==> src/rtl/imem_loader.sv <==
// ---------------------------------------------------------------------------
// imem_loader
//   Writer side of the instruction memory. A host pushes a byte stream with a
//   valid/ready handshake. The loader packs every four bytes little-endian
//   (first byte lands in the LSB lane) into one instruction word. It writes
//   each word into the instruction RAM at BASE_ADDR + 4*n. While a load is in
//   progress, cpu_hold keeps the CPU off the fetch port so that it never sees
//   a half-written image.
//
// Ports
//   clk         rising-edge clock
//   rst         synchronous, active-high reset
//   start       begin a load (only looked at while idle)
//   load_len    number of words to load, captured together with start
//   abort       cancel the load in progress (receive or write phase)
//   byte_valid  host byte present on byte_data
//   byte_data   stream byte
//   byte_ready  loader accepts byte_data this cycle (state-only, never
//               combinationally dependent on byte_valid)
//   we          one-cycle write strobe to the instruction RAM
//   waddr       4-aligned byte address of the word being written
//   wdata       packed word {b3,b2,b1,b0}
//   cpu_hold    high whenever the loader is not idle
//   done        one-cycle pulse after the last requested word is written
//   err         one-cycle pulse for a rejected length or an abort
// ---------------------------------------------------------------------------
module imem_loader #(
  parameter int                     BYTE        = 8,
  parameter int                     INSTR_WIDTH = 32,
  parameter int                     ROM_DEPTH   = 256,
  parameter logic [INSTR_WIDTH-1:0] BASE_ADDR   = '0,
  parameter int                     LEN_W       = 7
) (
  input  logic                   clk,
  input  logic                   rst,
  input  logic                   start,
  input  logic [LEN_W-1:0]       load_len,
  input  logic                   abort,
  input  logic                   byte_valid,
  input  logic [BYTE-1:0]        byte_data,
  output logic                   byte_ready,
  output logic                   we,
  output logic [INSTR_WIDTH-1:0] waddr,
  output logic [INSTR_WIDTH-1:0] wdata,
  output logic                   cpu_hold,
  output logic                   done,
  output logic                   err
);

  localparam int LANES = INSTR_WIDTH / BYTE;
  localparam int IDX_W = (LANES > 1) ? $clog2(LANES) : 1;

  // Largest word count that still fits inside the instruction memory.
  localparam logic [LEN_W-1:0] MAX_WORDS = LEN_W'(ROM_DEPTH / LANES);

  // Byte-address step between consecutive words.
  localparam logic [INSTR_WIDTH-1:0] WORD_STEP = INSTR_WIDTH'(LANES);

  typedef enum logic [1:0] {
    S_IDLE  = 2'd0,
    S_RECV  = 2'd1,
    S_WRITE = 2'd2,
    S_DONE  = 2'd3
  } state_t;

  state_t                 state_q, state_d;
  logic [IDX_W-1:0]       idx_q,   idx_d;
  logic [LEN_W-1:0]       count_q, count_d;
  logic [LEN_W-1:0]       len_q,   len_d;
  logic [INSTR_WIDTH-1:0] waddr_q, waddr_d;
  logic [INSTR_WIDTH-1:0] wdata_q, wdata_d;
  logic                   err_q,   err_d;

  // Count after the word currently being written has been committed.
  logic [LEN_W-1:0]       count_inc;
  assign count_inc = count_q + LEN_W'(1);

  // -------------------------------------------------------------------------
  // State and datapath registers
  // -------------------------------------------------------------------------
  always_ff @(posedge clk) begin
    if (rst) begin
      state_q <= S_IDLE;
      idx_q   <= '0;
      count_q <= '0;
      len_q   <= '0;
      waddr_q <= BASE_ADDR;
      wdata_q <= '0;
      err_q   <= 1'b0;
    end else begin
      state_q <= state_d;
      idx_q   <= idx_d;
      count_q <= count_d;
      len_q   <= len_d;
      waddr_q <= waddr_d;
      wdata_q <= wdata_d;
      err_q   <= err_d;
    end
  end

  // -------------------------------------------------------------------------
  // Next-state logic
  // -------------------------------------------------------------------------
  always_comb begin
    state_d = state_q;
    idx_d   = idx_q;
    count_d = count_q;
    len_d   = len_q;
    waddr_d = waddr_q;
    wdata_d = wdata_q;
    err_d   = 1'b0;

    unique case (state_q)
      S_IDLE: begin
        if (start) begin
          if (load_len == '0) begin
            // Empty image: report completion without touching memory.
            state_d = S_DONE;
          end else if (load_len > MAX_WORDS) begin
            // Would overrun the memory: refuse and stay idle.
            err_d = 1'b1;
          end else begin
            state_d = S_RECV;
            len_d   = load_len;
            count_d = '0;
            idx_d   = '0;
            waddr_d = BASE_ADDR;
          end
        end
      end

      S_RECV: begin
        if (abort) begin
          // Any partially assembled word is dropped; the next load starts at lane 0.
          state_d = S_IDLE;
          err_d   = 1'b1;
          idx_d   = '0;
        end else if (byte_valid) begin
          // Lanes are overwritten in place; stale bytes from the previous word
          // are never visible because the write waits for all lanes.
          for (int l = 0; l < LANES; l++) begin
            if (idx_q == IDX_W'(l)) begin
              wdata_d[l*BYTE +: BYTE] = byte_data;
            end
          end
          idx_d = idx_q + IDX_W'(1);
          if (idx_q == IDX_W'(LANES - 1)) begin
            state_d = S_WRITE;
          end
        end
      end

      S_WRITE: begin
        // The strobe for this cycle is issued regardless of abort.
        if (abort) begin
          state_d = S_IDLE;
          err_d   = 1'b1;
        end else begin
          waddr_d = waddr_q + WORD_STEP;
          count_d = count_inc;
          state_d = (count_inc == len_q) ? S_DONE : S_RECV;
        end
      end

      S_DONE: begin
        state_d = S_IDLE;
      end

      default: begin
        state_d = S_IDLE;
      end
    endcase
  end

  // Outputs are decoded from registered state only.
  assign byte_ready = (state_q == S_RECV);
  assign we         = (state_q == S_WRITE);
  assign cpu_hold   = (state_q != S_IDLE);
  assign done       = (state_q == S_DONE);
  assign err        = err_q;
  assign waddr      = waddr_q;
  assign wdata      = wdata_q;

endmodule
==> config.mk <==
export PLATFORM = sky130hd
export DESIGN_NAME = imem_loader
export DESIGN_NICKNAME = d
export VERILOG_FILES = /design/src/rtl/imem_loader.sv
export SDC_FILE = /design/constraint.sdc
export NUM_CORES = 1
export LEC_CHECK = 0
export BUFFER_PORTS_ARGS = -buffer_cell sky130_fd_sc_hd__buf_2
export CORE_UTILIZATION = 40
export DETAILED_ROUTE_END_ITERATION = 10
export REMOVE_ABC_BUFFERS = 1
export SLEW_MARGIN = 20
export SYNTH_ARGS = -nofsm -noshare
export SYNTH_HDL_FRONTEND = slang
export SYNTH_SLANG_ARGS = --single-unit
==> constraint.sdc <==
create_clock -name clk -period 2.58 [get_ports clk]
set_input_delay 0.258 -clock clk [delete_from_list [all_inputs] [get_ports clk]]
set_output_delay 0.258 -clock clk [all_outputs]
set_load 0.02 [all_outputs]
# ---- Yosys cells after proc, flatten, opt, wreduce, memory -nomap -nowiden
# Cells that the tools add are included.
dict set report totals {
  regBits 83
  in_bits 20
  output_inout_bits 69
  elab_cells 76
}
dict set report op_classes {
  n_addsub 3
  order_cmp 1
  eq_ne 14
  mux 30
  n_bitwise 3
  reduce_logical 15
}
# operator count
set ops {}
lappend ops {{two-way mux 32 bit} 4}
lappend ops {{one-hot mux 32 bit (2 select lines)} 1}
lappend ops {{adder 32 x 3 -> 32 bit (second input constant)} 1}
lappend ops {{two-way mux 7 bit} 4}
lappend ops {{two-way mux 2 bit} 13}
lappend ops {{AND reduction 4 bit} 6}
lappend ops {{one-hot mux 7 bit (2 select lines)} 1}
lappend ops {{AND reduction 5 bit} 2}
lappend ops {{== test 2 bit (second input constant)} 4}
lappend ops {{!= test 2 bit (second input constant)} 4}
lappend ops {{one-hot mux 2 bit (4 select lines)} 1}
lappend ops {{adder 7 x 1 -> 7 bit (second input constant)} 1}
lappend ops {{== test 7 bit} 1}
lappend ops {{> comparator 7 bit (second input constant)} 1}
lappend ops {{logical NOT 7 bit} 1}
lappend ops {{!= test 3 bit (second input constant)} 2}
lappend ops {{nonzero test 2 bit} 3}
lappend ops {{== test 2 x 1 -> 1 bit (second input constant)} 2}
lappend ops {{logical NOT 2 bit} 2}
lappend ops {{two-way mux 1 bit} 4}
lappend ops {{one-hot mux 2 bit (2 select lines)} 1}
lappend ops {{!= test 3 x 2 -> 1 bit (second input constant)} 1}
lappend ops {{NOT 1 bit} 3}
lappend ops {{adder 2 x 1 -> 2 bit (second input constant)} 1}
lappend ops {{2 further kinds} 2}

# ---- Depth between registers and ports, before layout
# Gate-level depths: netlist (run 1).
dict set report depth {
  word_depth 5
  depth_mapped 9
  ltp_nobuf 7
}

# ---- Worst setup path after synthesis (run 1)
# OpenSTA, ideal clock, no wires.
dict set report synth_path {
  kind {reg-to-reg}
  startpoint {register state_q[0]}
  endpoint {register waddr_q[16], in the netlist waddr[16]}
  setup_time_ns 0.070
  arrival_time_ns 2.096
  t_required_ns 2.510
  setup_slack_ns 0.413
  stages_incl_launch_ff 9
  n_path_buf 2
  synth_period_minus_slack_ns 2.167
  path_cell_list {dfxtp_1 > inv_1 > ha_1 > clkbuf_1 > o21ai_2 > o2111ai_2 > buf_4 > or4_1 > a21oi_1}
}
dict set report synth_via {
  elab_chain_cells 3
  elab_cells_between_ends 9
  cone_classes {eq/ne: 5; mux: 1; reduce/logical: 3}
}
# item line_no
set synth_lines {}
lappend synth_lines {{start, declared} 66} ;# state_t state_q, state_d;
lappend synth_lines {{start signal, assigned} 91} ;# state_q <= state_d;
lappend synth_lines {{== test 2 bit *} -}
lappend synth_lines {{via we} 42} ;# output logic we,
lappend synth_lines {{!= test 2 bit (no source line) / nonzero test 2 bit (equally long branches)} -}
lappend synth_lines {{AND reduction 5 bit (no source line)} -}
lappend synth_lines {{end signal, assigned} 95} ;# waddr_q <= waddr_d;
lappend synth_lines {{end, declared} 70} ;# logic [INSTR_WIDTH-1:0] waddr_q, waddr_d;
# The timed path passes the listed nets; every way through them passes the cells marked *.
# A chain may end at the register's enable or synchronous reset.

# ---- Worst setup path after layout (run 1)
dict set report layout_path {
  startpoint {register state_q[0]}
  endpoint {register waddr_q[6], in the netlist waddr[6]}
}
dict set report layout_via {
  elab_chain_cells 3
  elab_cells_between_ends 9
  cone_classes {eq/ne: 5; mux: 1; reduce/logical: 3}
}
# item line_no
set layout_lines {}
lappend layout_lines {{== test 2 bit / logical NOT 2 bit (equally long branches)} 113} ;# unique case (state_q)
lappend layout_lines {{!= test 2 bit (no source line) / nonzero test 2 bit (equally long branches)} -}
lappend layout_lines {{AND reduction 5 bit (no source line)} -}
# Several ways; a longest one is shown, not always the timed one.

==> results of run 1 <==
[logic make-up (layout without fill, tap and decap cells)]
logic type | Yosys count | count (layout) | share of synthesized area, %
XOR/XNOR | 10 | 10 | 2.26
adder cells (fa/ha/maj) | 11 | 11 | 3.55
multiplexers | 11 | 11 | 2.93
buffers and inverters | 36 | 126 | 4.67
AND/OR/NAND/NOR | 202 | 202 | 25.8
AO/OA/AOI/OAI | 122 | 122 | 18.9
other | 1 | 2 | 0.0966
flip-flops | 81 | 81 | 41.8
[metrics by stage]
step | hold slack (ns) | cell area (sq um) | power (W) | std cells
after CTS | 0.181 | 4600 | 0.00262 | 694
after detailed placement | 0.444 | 4430 | 0.00178 | 678
final | 0.184 | 4600 | 0.00259 | 694
after floorplan | 0.327 | 3750 | 0.00162 | 451
after global routing | 0.183 | 4600 | 0.00271 | 694
after global placement | 0.438 | 4430 | 0.00178 | 678
[flip-flops by register name, summed over array words and instances (netlist names)]
signal   cells
count_q      7
err          1
idx_q        2
len_q        7
state_q      2
waddr       30
wdata       32
[path summary, 6_finish.rpt]
path	from	end	slack [ns]	depth (start not counted)
max	state_q[0]	waddr[6]	0.17	8
min	byte_data[5]	wdata[5]	0.18	3
max reg2reg	state_q[0]	waddr[6]	0.17	8
min reg2reg	wdata[23]	wdata[23]	0.45	2
[area by class of cell]
class / instances / area (sq um) / area share [%]
Clock buffer: 11 / 141 / 3.07
Multi-Input combinational cell: 358 / 2080 / 45.2
Inverter: 12 / 45.0 / 0.979
Sequential cell: 81 / 1620 / 35.2
Timing Repair Buffer: 98 / 520 / 11.3
Tap cell: 129 / 161 / 3.51
Clock inverter: 5 / 31.3 / 0.680
[synthesized netlist by cell type, types with 2 or more instances]
library cell and instances:
nand3_1 18, nor3_1 8, or4_1 14, dfxtp_1 81
a21oi_1 65, xor2_1 4, o21ai_0 18, xnor2_1 6
mux2i_1 10, or3_1 11, nand2b_1 7, o21ai_1 2
nor4_1 3, nor2b_1 4, o31ai_1 13, ha_1 11
o21ai_2 2, nand2_1 92, o211ai_1 4, clkbuf_1 18
nand4_1 11, inv_1 12, or2_2 4, a2111oi_0 2
o21a_1 3, buf_4 3, and3_1 6, nor2_1 18
nor3b_1 2
[placed cells by master (no fill, tap or decap), types with 7 or more instances in the layout]
master,Yosys,routed
ha_1,11,11
nand3_1,18,18
clkbuf_8,0,10
nand2_1,92,92
dfxtp_1,81,81
o31ai_1,13,13
o21ai_0,18,18
inv_1,12,12
or4_1,14,14
nand2b_1,7,7
buf_2,0,86
mux2i_1,10,10
nor3_1,8,8
or3_1,11,11
buf_4,3,12
a21oi_1,65,65
nand4_1,11,11
nor2_1,18,18
[where the power goes]
group	internal, W	switching [W]	leakage, nW
clock	0.000373	0.000462	0.0891
sequential	0.00128	0.0000217	0.654
combinational	0.000152	0.000302	1.06
total	0.00180	0.000786	1.80
[layer usage]
layer	routed length, microns	GRT usage, %
met3	511	2.64
met4	142	7.02
met1	4570	26.6
met5	0	0
met2	4410	31.3
[what timing repair did]
action,4_1_cts,5_1_grt
hold buffers,0,0
setup endpoints to repair,0,17
hold endpoints to repair,0,0
[critical path: cells and delay by family, from the launching register on]
kind | cells | cell delay (ns)
compound gates | 2 | 0.72
buf+inv | 3 | 0.54
simple gates | 2 | 0.46
flops | 1 | 0.33
fa+ha+maj | 1 | 0.30
==> results.txt, run 1 <==
Syn Std Cell Area - 3880 sq um
Final Max Tran Viols - 0
Final count of hold timing violations - 0
CP endpoint kind - register
Full die area - 10100 sq um
GR Overflow Total - 0
Slew of the pin with the lowest slew margin - 0.844 ns
CTS root buf - clkbuf_8
HP Class - in -> reg
Fmax - 0.415 GHz
Post-DRT Antenna Nets - 0
Nets - 591
WP data required - 2.88 ns
CTS tree - done
Post-synth top area share - 41.8%
Setup TNS after final layout - 0 ns
Top Ports - 89
Synth Register Bits - 81
Syn_area_per_cell - 8.19 sq um
Pre-CTS setup slack - 0.184 ns
Gpl congestion - 0.831
Htree depth - 3
Worst skew pair latency - 0.35 ns
Max-Slew Margin vs Limit - 43.6%
Initial DRC Count - 95
Filler Cells Inserted - 959
Clock sink total - 81
Starting Density - 41.6%
Rows - 35
Total number of vias - 3684
WL/cell - 13.9 microns
GR Util All Layers - 19.4%
Highest ir drop seen on vdd - 0.000229 V
Diodes inserted - 0
Final period utilization - 93.5%
CTS buffer count - 9
Port-buffer cells - 86
Largest net degree at the start of global routing - 30
Die Width - 101 microns
MaxCap Viol Count - 0
Critical Path Most Common Cell - inv_1
Critical Path Max Stage Delay - 0.45 ns
Layout Skew - 0.00731 ns
Drt via density - 5.31
Critical-path cell list - inv_1, ha_1, inv_1, o21ai_2, o2111ai_2, buf_4, or4_1, nand2_1
First-pass detailed-route iteration total - 4
CP max-delay cell - o2111ai_2
Clk buf depth - 2
Seq/Total Area, Yosys - 41.8%
Final worst slack - 0.168 ns
CP startpoint kind - register
Setup CP Type - reg -> reg
Final Core Density - 49.3%
Leak - 1.80 nW
Chip Height - 101 microns
CP max FO - 18
# DRC - 0
Unrepaired setup endpoints after global routing - true
Ys flop type - dfxtp_1
Reg clk slew, reported paths - 0.08 ns
Synth top area cells - dfxtp_1 42%, nand2_1 8.9%, a21oi_1 8.4%, ha_1 3.5%, or4_1 2.7%
Yosys cell types - 51
Initial antenna violation count - 0
Vias in the first global route - 3298
Area Growth Syn to Fin - 18.6%
EDFF count, synth - 0
Status - finished clean
Routed WL - 9630 microns
Core area - 9330 sq um
Dpl hpwl - 7060 microns
Layout cells sized above 1 - 21.9%
Post-synthesis cell count - 474
# setup viols final - 0
Pwr dens - 562 nW/um^2
Async S/R FF share, synth - 0%
First-pass GRT wire length - 15700 microns
Tmin final - 2.41 ns
Worst path arrival time - 2.71 ns
Yosys warns - 0
Leading area contributor after synthesis - dfxtp_1
CTS resizes - 0
# Post-CTS Setup Buffers - 0
Power figures use the tool's default switching activity.
==> inputs of run 2 (changes only) <==
- CELL_PAD_IN_SITES_DETAIL_PLACEMENT: default -> 1
- CELL_PAD_IN_SITES_GLOBAL_PLACEMENT: default -> 2
- CORE_ASPECT_RATIO: default -> 1.5
- CORE_UTILIZATION: 40 -> 31
- PLACE_DENSITY_LB_ADDON: default -> 0.1
==> results.txt, run 2 (synthesized netlist as in run 1, its figures left out) <==
GR Util All Layers - 17.9%
Register-to-Register Path Depth - 8
Critical-path cell list - inv_1, ha_1, inv_1, o21ai_2, o2111ai_2, buf_4, or4_1, a21oi_1
Layout cells sized above 1 - 21.4%
CTS buffer count - 9
Pwr Total - 0.00327 W
Status - finished clean
Dpl hpwl - 8440 microns
Final count of hold timing violations - 0
Sequential Power Share - 39.8%
Largest net degree at the start of global routing - 33
Pwr dens - 683 nW/um^2
Chip Height - 139 microns
First-pass GRT wire length - 18200 microns
Crit path buf inv count - 3
GR Overflow Total - 0
Levels on crit path - 8
Power share of the clock group - 46.0%
Critical Path Max Stage Delay - 0.48 ns
Max reg flops - 32
WL/cell - 15.7 microns
Setup crit start - state_q[0]
Initial antenna violation count - 0
Total number of vias - 3697
Final Core Density - 39.7%
Unrepaired setup endpoints after global routing - false
Vias in the first global route - 3624
CTS resizes - 0
Starting Density - 32.1%
Final period utilization - 87.9%
Reg2Reg Launch Point - state_q[0]
Highest ir drop seen on vdd - 0.000335 V
Full die area - 13000 sq um
Reg-to-reg critical path endpoint - waddr[22]
Nets - 586
Filler Cells Inserted - 1469
Placed insts - 697
Setup TNS after final layout - 0 ns
CP delay by family, top - compound AO/OA/AOI/OAI gates
Htree depth - 3
# DRC - 0
Leak - 1.86 nW
Critical Path Most Common Cell - inv_1
Most frequent cells in the layout - 92 x nand2_1, 86 x buf_2, 81 x dfxtp_1
Diodes inserted - 0
Comb power frac - 14.2%
Gpl congestion - 0.740
Clk buf depth - 2
Layout Skew - 0.00639 ns
Port-buffer cells - 86
Final Max Tran Viols - 0
Critical Path Sink - waddr[22]
Fmax - 0.441 GHz
Setup CP Type - reg -> reg
CP max-delay cell - or4_1
Worst skew pair latency - 0.34 ns
CTS tree - done
Post-route insts no fill - 713
Reg clk slew, reported paths - 0.06 ns
Cell Int Power - 0.00241 W
Die Width - 93.4 microns
# Post-CTS Setup Buffers - 0
Slew of the pin with the lowest slew margin - 0.629 ns
MaxCap Viol Count - 0
Drt via density - 5.19
Core area - 12100 sq um
Tmin final - 2.27 ns
CP max FO - 24
# setup viols final - 0
Area Growth Syn to Fin - 23.4%
Worst path arrival time - 2.54 ns
Switching share of power - 26.4%
Final worst slack - 0.313 ns
WP data required - 2.85 ns
Post-CTS Hold Fix Bufs - 0
Sw power - 0.000862 W
Top Ports - 89
Pre-CTS setup slack - 0.292 ns
Clock sink total - 81
CP startpoint kind - register
Most common library cell in the layout ignoring fill and taps - nand2_1
Post-DRT Antenna Nets - 0
Max-Slew Margin vs Limit - 57.8%
Initial DRC Count - 79
Routed WL - 11200 microns
Flop2flop setup slack - 0.31 ns
HP Class - in -> reg
CP endpoint kind - register
First-pass detailed-route iteration total - 4
CTS root buf - clkbuf_16
Rows - 49
run 2: layout make-up:
type	count	area [sq um]	share of cell area, %
multi-input combinational	358	2080	43.5
tap	153	191	4.00
sequential	81	1620	33.9
clock inverter	6	115	2.40
clock buffer	10	239	4.99
inverter	12	45.0	0.940
timing repair buffer	93	495	10.3
run 2: worst min path at each step:
stage | from | endpoint | slack (ns) | cells past startpoint
after floorplan | rst | count_q[1] | 0.33 | 1
after global placement | wdata[31] | wdata[31] | 0.44 | 2
after detailed placement | wdata[26] | wdata[26] | 0.45 | 2
after CTS | byte_data[2] | wdata[10] | 0.18 | 3
after global routing | byte_data[0] | wdata[24] | 0.20 | 3
final | byte_data[1] | wdata[17] | 0.20 | 3
run 2: worst reg2reg max path: cells and delay by family, from the launching register on:
family / cells / cell delay [ns]
flip-flops: 1 / 0.33
adder cells (fa/ha/maj): 1 / 0.30
AO/OA/AOI/OAI: 3 / 0.60
AND/OR/NAND/NOR: 1 / 0.48
buffers and inverters: 3 / 0.49
run 2: power by group through the flow:
stage	clock, W	combinational [W]	sequential, W
2_1_floorplan	0	0.000286	0.00134
3_3_place_gp	0	0.000461	0.00133
3_5_place_dp	0	0.000469	0.00133
4_1_cts	0.00155	0.000470	0.00130
5_1_grt	0.00160	0.000517	0.00131
6_report	0.00150	0.000464	0.00130
run 2: metrics by stage:
step | hold WS (ns) | instance area, sq um
floorplan | 0.327 | 3750
global placement | 0.440 | 4440
detailed placement | 0.449 | 4440
CTS | 0.184 | 4790
global route | 0.198 | 4790
finish | 0.197 | 4790
run 2: per-layer routing:
metal | track usage, % | part of all wire [%]
met1 | 21.4 | 43
met2 | 31.8 | 52
met3 | 2.74 | 2.8
met4 | 6.32 | 1.5
met5 | 0 | 0
